--- src/rtl/uartrx.sv ---
// -----------------------------------------------------------------------------
// uartrx - receive-side UART, companion of uarttx.
//
// Frame: idle high, one start bit (0), 8 data bits LSB first, optional even
// parity bit, one stop bit (1). The serial line is synchronised by two flops
// and oversampled at 16x the baud rate. Each bit is sampled at its midpoint.
//
// Build option:
//   UARTRX_PARITY_EN - when defined, frames carry an even-parity bit between
//                      data bit 7 and the stop bit, and parity_err reports a
//                      mismatch. When undefined, there is no parity bit and
//                      parity_err is tied to 0. The port list is the same in
//                      both builds.
//
// Parameters:
//   clk_freq   system clock frequency in Hz
//   baud_rate  line bit rate; clk_freq/(baud_rate*16) must be >= 2
//
// Ports:
//   clk         system clock, rising edge
//   rst         synchronous active-high reset
//   rx          asynchronous serial input, idle high
//   rx_data     last received byte, held until the next frame completes
//   donerx      one-cycle pulse when a frame completes
//   frame_err   stop bit of the last frame was 0 (valid with donerx, held)
//   parity_err  parity mismatch on the last frame (valid with donerx, held)
//   busy        high whenever the receiver is not idle
// -----------------------------------------------------------------------------
module uartrx #(
  parameter int clk_freq  = 1000000,
  parameter int baud_rate = 9600
) (
  input  logic       clk,
  input  logic       rst,
  input  logic       rx,
  output logic [7:0] rx_data,
  output logic       donerx,
  output logic       frame_err,
  output logic       parity_err,
  output logic       busy
);

  // Clocks per oversampling tick (16 ticks per bit).
  localparam int DIV   = clk_freq / (baud_rate * 16);
  localparam int CNT_W = (DIV > 1) ? $clog2(DIV) : 1;
  localparam logic [CNT_W-1:0] DIV_LAST = CNT_W'(DIV - 1);

  typedef enum logic [2:0] {
    S_IDLE,
    S_START,
    S_DATA,
`ifdef UARTRX_PARITY_EN
    S_PARITY,
`endif
    S_STOP,
    S_BREAK
  } state_t;

  // Synchroniser.
  logic r_rx_meta;
  logic r_rxs;

  // Oversampling tick generator.
  logic [CNT_W-1:0] r_div_cnt;
  logic             w_tick;
  logic             w_start_edge;

  // Receiver state.
  state_t     r_state;
  logic [3:0] r_sub;       // ticks within the current bit
  logic [2:0] r_idx;       // data bit being received
  logic [7:0] r_shift;     // byte under assembly
  logic [7:0] r_rx_data;
  logic       r_donerx;
  logic       r_frame_err;
  logic       r_busy;
`ifdef UARTRX_PARITY_EN
  logic       r_par_bit;
  logic       r_parity_err;
`endif

  // ---------------------------------------------------------------------------
  // Two-flop synchroniser. Both flops reset to the idle level so that leaving
  // reset never looks like a start edge.
  // ---------------------------------------------------------------------------
  always_ff @(posedge clk) begin
    if (rst) begin
      r_rx_meta <= 1'b1;
      r_rxs     <= 1'b1;
    end else begin
      // NOTE: non-blocking assignments make the two flops a real 2-stage
      // pipeline; blocking ones would collapse it into a single flop.
      r_rx_meta <= rx;
      r_rxs     <= r_rx_meta;
    end
  end

  // ---------------------------------------------------------------------------
  // Tick generator. Restarted on the start edge so that tick n lands exactly
  // n*DIV clocks after the first low sample, which puts the start-bit sample
  // at its midpoint.
  // ---------------------------------------------------------------------------
  assign w_start_edge = (r_state == S_IDLE) && !r_rxs;
  assign w_tick       = (r_div_cnt == DIV_LAST);

  always_ff @(posedge clk) begin
    if (rst || w_start_edge) begin
      r_div_cnt <= '0;
    end else if (w_tick) begin
      r_div_cnt <= '0;
    end else begin
      r_div_cnt <= r_div_cnt + CNT_W'(1);
    end
  end

  // ---------------------------------------------------------------------------
  // Receive FSM. Outputs are registered alongside the state so that rx_data,
  // the flags and donerx all change on the same edge.
  // ---------------------------------------------------------------------------
  always_ff @(posedge clk) begin
    if (rst) begin
      r_state     <= S_IDLE;
      r_sub       <= 4'd0;
      r_idx       <= 3'd0;
      r_shift     <= 8'h00;
      r_rx_data   <= 8'h00;
      r_donerx    <= 1'b0;
      r_frame_err <= 1'b0;
      r_busy      <= 1'b0;
`ifdef UARTRX_PARITY_EN
      r_par_bit    <= 1'b0;
      r_parity_err <= 1'b0;
`endif
    end else begin
      // donerx is a pulse: cleared every cycle unless STOP raises it below.
      r_donerx <= 1'b0;

      case (r_state)
        S_IDLE: begin
          if (!r_rxs) begin
            r_sub   <= 4'd0;
            r_idx   <= 3'd0;
            r_state <= S_START;
            r_busy  <= 1'b1;
          end
        end

        // Half a bit (8 ticks) into the start bit: a high line here means
        // the low level was a glitch, not a frame.
        S_START: begin
          if (w_tick) begin
            if (r_sub == 4'd7) begin
              r_sub <= 4'd0;
              if (r_rxs) begin
                r_state <= S_IDLE;
                r_busy  <= 1'b0;
              end else begin
                r_state <= S_DATA;
              end
            end else begin
              r_sub <= r_sub + 4'd1;
            end
          end
        end

        // The 4-bit sub counter wraps 15->0 on its own, so each full bit
        // period ends with the counter ready for the next bit.
        S_DATA: begin
          if (w_tick) begin
            r_sub <= r_sub + 4'd1;
            if (r_sub == 4'd15) begin
              r_shift[r_idx] <= r_rxs;
              r_idx          <= r_idx + 3'd1;
              if (r_idx == 3'd7) begin
`ifdef UARTRX_PARITY_EN
                r_state <= S_PARITY;
`else
                r_state <= S_STOP;
`endif
              end
            end
          end
        end

`ifdef UARTRX_PARITY_EN
        S_PARITY: begin
          if (w_tick) begin
            r_sub <= r_sub + 4'd1;
            if (r_sub == 4'd15) begin
              r_par_bit <= r_rxs;
              r_state   <= S_STOP;
            end
          end
        end
`endif

        S_STOP: begin
          if (w_tick) begin
            r_sub <= r_sub + 4'd1;
            if (r_sub == 4'd15) begin
              r_rx_data   <= r_shift;
              r_frame_err <= ~r_rxs;
              r_donerx    <= 1'b1;
`ifdef UARTRX_PARITY_EN
              // Even parity: data bits plus parity bit must XOR to 0.
              r_parity_err <= (^r_shift) ^ r_par_bit;
`endif
              if (r_rxs) begin
                r_state <= S_IDLE;
                r_busy  <= 1'b0;
              end else begin
                r_state <= S_BREAK;
              end
            end
          end
        end

        // A line held low after a bad stop bit must not be read as a stream
        // of 0x00 frames; wait for it to go high on a tick first.
        S_BREAK: begin
          if (w_tick && r_rxs) begin
            r_state <= S_IDLE;
            r_busy  <= 1'b0;
          end
        end

        default: begin
          r_state <= S_IDLE;
          r_busy  <= 1'b0;
        end
      endcase
    end
  end

  assign rx_data   = r_rx_data;
  assign donerx    = r_donerx;
  assign frame_err = r_frame_err;
  assign busy      = r_busy;
`ifdef UARTRX_PARITY_EN
  assign parity_err = r_parity_err;
`else
  assign parity_err = 1'b0;
`endif

endmodule

--- config.mk ---
export PLATFORM = sky130hd
export DESIGN_NAME = uartrx
export DESIGN_NICKNAME = d
export VERILOG_FILES = /design/src/rtl/uartrx.sv
export SDC_FILE = /design/constraint.sdc
export NUM_CORES = 1
export LEC_CHECK = 0
export BUFFER_PORTS_ARGS = -buffer_cell sky130_fd_sc_hd__buf_2
export CAP_MARGIN = 20
export CORE_MARGIN = 2
export CORE_UTILIZATION = 48
export CTS_CLUSTER_SIZE = 25
export DETAILED_ROUTE_END_ITERATION = 6
export HOLD_SLACK_MARGIN = 0.08
export PLACE_DENSITY = 0.67
export SYNTH_ARGS = -nofsm -noshare
export SYNTH_HDL_FRONTEND = slang
export SYNTH_SLANG_ARGS = --single-unit
--- constraint.sdc ---
create_clock -name clk -period 4.63 [get_ports clk]
set_clock_uncertainty 0.15 [all_clocks]
set_input_delay 0.6945 -clock clk [delete_from_list [all_inputs] [get_ports clk]]
set_output_delay 0.6945 -clock clk [all_outputs]
set_load 0.005 [all_outputs]
# ---- Word level (Yosys, flattened, before mapping)
# Index checks and enable logic that the tools add are counted.
# W data, S select, Z words.
dict set report op_classes {
  n_addsub 3
  n_lt_le_gt_ge 2
  eq_ne 18
  muxes 33
  n_bitwise 4
  reduce_logical 17
}
# op n
set ops {}
lappend ops {{$mux W3} 13}
lappend ops {{$ne A2 B2 Y1 const B} 9}
lappend ops {{$mux W4} 4}
lappend ops {{$pmux W3 S5} 1}
lappend ops {{$pmux W4 S3} 1}
lappend ops {{$eq A3 B3 Y1 const B} 3}
lappend ops {{$mux W1} 9}
lappend ops {{$reduce_and A9 Y1} 1}
lappend ops {{$bwmux W8} 1}
lappend ops {{$reduce_and A4 Y1} 2}
lappend ops {{$reduce_and A7 Y1} 1}
lappend ops {{$add A3 B1 Y3 const B} 2}
lappend ops {{$eq A3 B2 Y1 const B} 2}
lappend ops {{$pmux W3 S2} 1}
lappend ops {{$reduce_and A3 Y1} 2}
lappend ops {{$pmux W1 S5} 1}
lappend ops {{$add A4 B1 Y4 const B} 1}
lappend ops {{$eq A4 B3 Y1 const B} 1}
lappend ops {{$eq A4 B4 Y1 const B} 1}
lappend ops {{$lt A3 B4 Y1 const B} 1}
lappend ops {{$not A1 Y1} 4}
lappend ops {{$reduce_or A2 Y1} 2}
lappend ops {{$demux W1 S3} 1}
lappend ops {{$eq A3 B1 Y1 const B} 1}
lappend ops {{10 further kinds} 12}
dict set report totals {
  register_bits 34
  inputBits 3
  wordCells 88
}

# ---- Depth between registers and ports, before layout
dict set report depth {
  ltp_word 5
  depth_mapped 7
}

# ---- Worst setup path before layout
# Ideal clock, no wire load.
dict set report synth_path {
  path_kind {register to register}
  start {register r_sub[0] (netlist name)}
  end {register r_div_cnt[2]}
  setup_ns 0.135
  arrival_time_ns 1.515
  slack_ns 2.830
  stages_incl_launch_ff 7
  n_path_buf 0
  period_less_slack_ns 1.800
  cell_sequence {dfxtp_1 > ha_1 > nand3b_1 > a32oi_2 > nand4_1 > o41ai_1 > nor2_1}
}
# item line
set synth_lines {}
lappend synth_lines {{to (signal assigned)} 112} ;# r_div_cnt <= r_div_cnt + CNT_W'(1);
lappend synth_lines {{to (decl)} 64} ;# logic [CNT_W-1:0] r_div_cnt;

# ---- Worst setup path after layout
dict set report layout_path {
  start {register r_state[2]}
  end {register r_div_cnt[2]}
}
dict set report layout_between {
  elab_chain_cells 4
}
# item line
set layout_rtl {}
lappend layout_rtl {{from (decl)} 69} ;# state_t r_state;
lappend layout_rtl {{from (signal assigned)} 122} ;# r_state <= S_IDLE;
lappend layout_rtl {{from (signal assigned)} 143} ;# r_state <= S_START;
lappend layout_rtl {{from (signal assigned)} 155} ;# r_state <= S_IDLE;
lappend layout_rtl {{$logic_not A3 Y1} 103} ;# assign w_start_edge = (r_state == S_IDLE) && !r_rxs;
lappend layout_rtl {{$logic_and A1 B1 Y1} 103}
lappend layout_rtl {{$logic_or A1 B1 Y1} 107} ;# if (rst || w_start_edge) begin
lappend layout_rtl {{$reduce_or A2 Y1 (no line)} n/a}
# Every way passes these cells.
# A chain may end at the register's enable or synchronous reset.

==> metrics.txt <==
# TYPE chip_impl_metric gauge
chip_impl_metric{name="boundaryPins",unit=""} 15
chip_impl_metric{name="share_of_flip_flops_with_an_asynchronous_set_or_reset_after_synthesis",unit="%"} 0
chip_impl_metric{name="route.antenna.remaining_nets",unit=""} 0
chip_impl_info{name="critical_path.startpoint",value="r_state[2]"} 1
chip_impl_metric{name="r2r_slack",unit="ps"} 2490
chip_impl_metric{name="synth_enable_flop_cells",unit=""} 0
chip_impl_info{name="r2r-end",value="r_div_cnt[2]"} 1
chip_impl_metric{name="yosysWarnings",unit=""} 0
chip_impl_metric{name="timing.final.crit_share",unit="%"} 46.19
chip_impl_metric{name="met2_length",unit="um"} 1356
chip_impl_metric{name="tightest_slew",unit="ps"} 536.4
chip_impl_metric{name="slew_viol_final",unit=""} 0
chip_impl_metric{name="via_count",unit=""} 1363
chip_impl_metric{name="layout_overhead_on_the_synthesized_area",unit="%"} 7.765
chip_impl_metric{name="setup_viol",unit=""} 0
chip_impl_info{name="synth_top_cell_by_area",value="dfxtp_1"} 1
chip_impl_metric{name="route.detailed.wl_per_inst",unit="um"} 12.43
chip_impl_metric{name="placement_rows",unit=""} 20
chip_impl_metric{name="ctsResizeCount",unit=""} 0
chip_impl_metric{name="detail_route.wirelength",unit="um"} 3071
chip_impl_metric{name="die_x",unit="um"} 61.65
chip_impl_metric{name="nFillCells",unit=""} 318
chip_impl_metric{name="placed_cells",unit=""} 239
chip_impl_info{name="crit_path_end_kind",value="flop"} 1
chip_impl_metric{name="worst-endpoint-arrival",unit="ps"} 2190
chip_impl_metric{name="die_area",unit="um^2"} 3801
chip_impl_metric{name="timing.slew.headroom",unit="%"} 63.78
chip_impl_metric{name="cts-root-to-sink-buffers",unit=""} 2
chip_impl_metric{name="mappedNetlistNets",unit=""} 203
chip_impl_metric{name="drt-vias-per-instance",unit=""} 5.518
chip_impl_metric{name="critical_path_required",unit="ps"} 4680
chip_impl_metric{name="grt-ovfl-total",unit=""} 0
chip_impl_info{name="worstHoldPathType",value="flop to flop"} 1
chip_impl_metric{name="synth.top_cell.area_share",unit="%"} 42.67
chip_impl_info{name="yosys-top-cells-count",value="dfxtp_1, nand2_1, a21oi_1"} 1
chip_impl_metric{name="achievable-frequency",unit="GHz"} 0.4676
chip_impl_metric{name="layout.cells.non_filler",unit=""} 247
chip_impl_metric{name="timing_hold_violations_final",unit=""} 0
chip_impl_metric{name="ratio_of_total_power_to_cell_area",unit="nW/um^2"} 343.3
chip_impl_metric{name="ir_drop",unit="V"} 0.0001846
chip_impl_info{name="cts_tree",value="yes"} 1
chip_impl_metric{name="cap_viol_max_count",unit=""} 0
chip_impl_metric{name="fin_crit",unit="ps"} 2139
chip_impl_metric{name="global_route_wire_length_before_repair",unit="um"} 5299
chip_impl_metric{name="post_synth.cell_area_avg",unit="um^2"} 8.181
chip_impl_metric{name="met3WireLength",unit="um"} 144
chip_impl_metric{name="synth-seq-cells",unit=""} 34
chip_impl_metric{name="initial_core_util",unit="%"} 51.41
chip_impl_metric{name="postCtsHoldBufs",unit=""} 0
chip_impl_info{name="hold_path.startpoint",value="r_rx_meta"} 1
chip_impl_metric{name="drt-initial-drc-count",unit=""} 88
chip_impl_metric{name="clock_latency_on_the_worst_skew_pair",unit="ps"} 320
chip_impl_metric{name="final_area",unit="um^2"} 1719
chip_impl_metric{name="drc",unit=""} 0
chip_impl_info{name="yosysMostFrequentCell",value="dfxtp_1"} 1
chip_impl_metric{name="placed_standard_cell_area",unit="um^2"} 1659
chip_impl_metric{name="global_route.usage.total",unit="%"} 18.83
chip_impl_metric{name="grt_pass1_vias",unit=""} 1197
chip_impl_metric{name="grt_start_max_net_pins",unit=""} 33
chip_impl_metric{name="gp_routability_congestion",unit=""} 0.8734
chip_impl_metric{name="drt_pass1_iterations",unit=""} 4
chip_impl_metric{name="mapped_cell_area",unit="um^2"} 1595
chip_impl_metric{name="postCtsSetupRepairBufs",unit=""} 0
chip_impl_info{name="topRoutingLayerUsed",value="met4"} 1
chip_impl_metric{name="total_leakage_power",unit="uW"} 0.0006329
chip_impl_metric{name="finish.net_count",unit=""} 210
chip_impl_metric{name="synthDistinctLibCells",unit=""} 38
chip_impl_metric{name="wl_met1",unit="um"} 1499
chip_impl_info{name="critical_path_type",value="flop to flop"} 1
chip_impl_metric{name="synth.yosys.seq_area_share",unit="%"} 42.67
chip_impl_metric{name="place.detailed.hpwl",unit="um"} 2172
chip_impl_info{name="grt_setup_unrepaired",value="false"} 1
chip_impl_metric{name="timing.setup.tns",unit="ps"} 0
chip_impl_info{name="hold-path-endpoint",value="r_rxs"} 1
chip_impl_metric{name="insertedDiodeCount",unit=""} 0
chip_impl_metric{name="min_delay_path_depth",unit=""} 1
chip_impl_metric{name="post_route_cells_drive_above_1_share",unit="%"} 12.81
chip_impl_info{name="synth_flop_cell",value="dfxtp_1"} 1
chip_impl_metric{name="htreeDepth",unit=""} 2
chip_impl_metric{name="cts_sinks",unit=""} 34
chip_impl_info{name="r2r_start",value="r_state[2]"} 1
chip_impl_metric{name="path_max_fanout",unit=""} 15
chip_impl_info{name="post_synth_main_area_contributors",value="dfxtp_1, nand2_1, a21oi_1"} 1
chip_impl_metric{name="buffer_ports.inserted",unit=""} 13
chip_impl_metric{name="core_area",unit="um^2"} 3103
chip_impl_info{name="run_status",value="finished clean"} 1
chip_impl_metric{name="fin_total_pwr",unit="uW"} 590.2
chip_impl_metric{name="grt_antenna_before_repair",unit=""} 0
chip_impl_metric{name="rr_worst_depth",unit=""} 5
chip_impl_metric{name="numCtsBuffers",unit=""} 5
chip_impl_info{name="startpoint_type_of_the_worst_setup_path",value="flop"} 1
chip_impl_metric{name="synthesis.instances",unit=""} 195
chip_impl_metric{name="die-height",unit="um"} 61.65
chip_impl_info{name="root_buffer",value="clkbuf_4"} 1
chip_impl_metric{name="path_clk_slew",unit="ps"} 100
[report_power, final]
group          internal, uW  switching, uW  total (uW)  leakage (uW)
Sequential              304           22.1         326      0.000275
Clock                  73.6           93.0         167     0.0000353
Combinational          40.2           57.4        97.6      0.000323
[cells by family (layout without fill, tap and decap cells)]
| kind of cell | Yosys count | in the layout | share of synthesized area, % |
|---|---|---|---|
| compound gates | 38 | 38 | 14.43 |
| xor+xnor | 1 | 1 | 0.5491 |
| fa+ha+maj | 5 | 5 | 3.922 |
| buf+inv | 17 | 25 | 4.470 |
| flops | 34 | 34 | 42.67 |
| mux | 7 | 7 | 4.392 |
| other cells | 1 | 1 | 0.2351 |
| simple gates | 92 | 92 | 29.33 |
[how the worst max path moves through the flow]
| stage | end | slack [ps] | cells past startpoint |
|---|---|---|---|
| 6_report | r_div_cnt[2] | 2490 | 5 |
| 5_1_grt | r_div_cnt[2] | 2270 | 5 |
| 4_1_cts | r_div_cnt[2] | 2510 | 5 |
| 3_3_place_gp | r_shift[2] | 2620 | 5 |
| 2_1_floorplan | r_div_cnt[2] | 2830 | 6 |
| 3_5_place_dp | r_shift[2] | 2540 | 5 |
[placed cells by master (no fill, tap or decap), types with 2 or more instances in the layout]
master    netlist  final
nor2_1         22     22
or2_2           2      2
a21oi_1        23     23
nand2_1        31     31
o21ai_0         5      5
or3_1           3      3
ha_1            5      5
nand3b_1        3      3
nor3_1          2      2
and3_1          2      2
or4b_1          2      2
clkbuf_4        0      5
mux2i_1         7      7
and2_1          2      2
nand4_1         3      3
inv_1           4      4
nor3b_1         4      4
dfxtp_1        34     34
buf_2           2     13
o211ai_1        3      3
nand3_1        10     10
[layer usage]
layer	global-route usage, %	up-vias
li1	-	701
met1	24.74	615
met2	29.02	38
met3	5.042	9
met4	8.207	0
met5	0	-
[metrics by stage]
stage	hold WS (ps)	util (%)	worst slack (ps)
global placement	242.7	53.47	2615
floorplan	239.5	-	2830
CTS	281.1	55.40	2512
finish	277.7	55.40	2491
global route	288.5	55.40	2266
detailed placement	253.4	53.47	2541
[critical path, cell delays in order (launching register included)]
cell and delay (ps):
dfxtp_1 610, and3b_1 290, a32oi_2 210, nand4_1 170
o41ai_1 480, nor2_1 100
[cell type report]
cell class / instances / area [um^2] / area share, %
multi-input combinational: 144 / 843.3 / 49.05
sequential: 34 / 680.7 / 39.59
timing repair buffer: 13 / 65.06 / 3.785
clock buffer: 7 / 55.05 / 3.202
tap: 44 / 55.05 / 3.202
inverter: 4 / 15.01 / 0.8734
clock inverter: 1 / 5.005 / 0.2911
[sequential cells by signal, summed over array words and instances (netlist names)]
register / count
busy: 1
r_sub: 4
r_rxs: 1
rx_data: 8
r_div_cnt: 3
r_state: 3
frame_err: 1
r_idx: 3
donerx: 1
r_rx_meta: 1
r_shift: 8
Power figures use the tool's default switching activity.
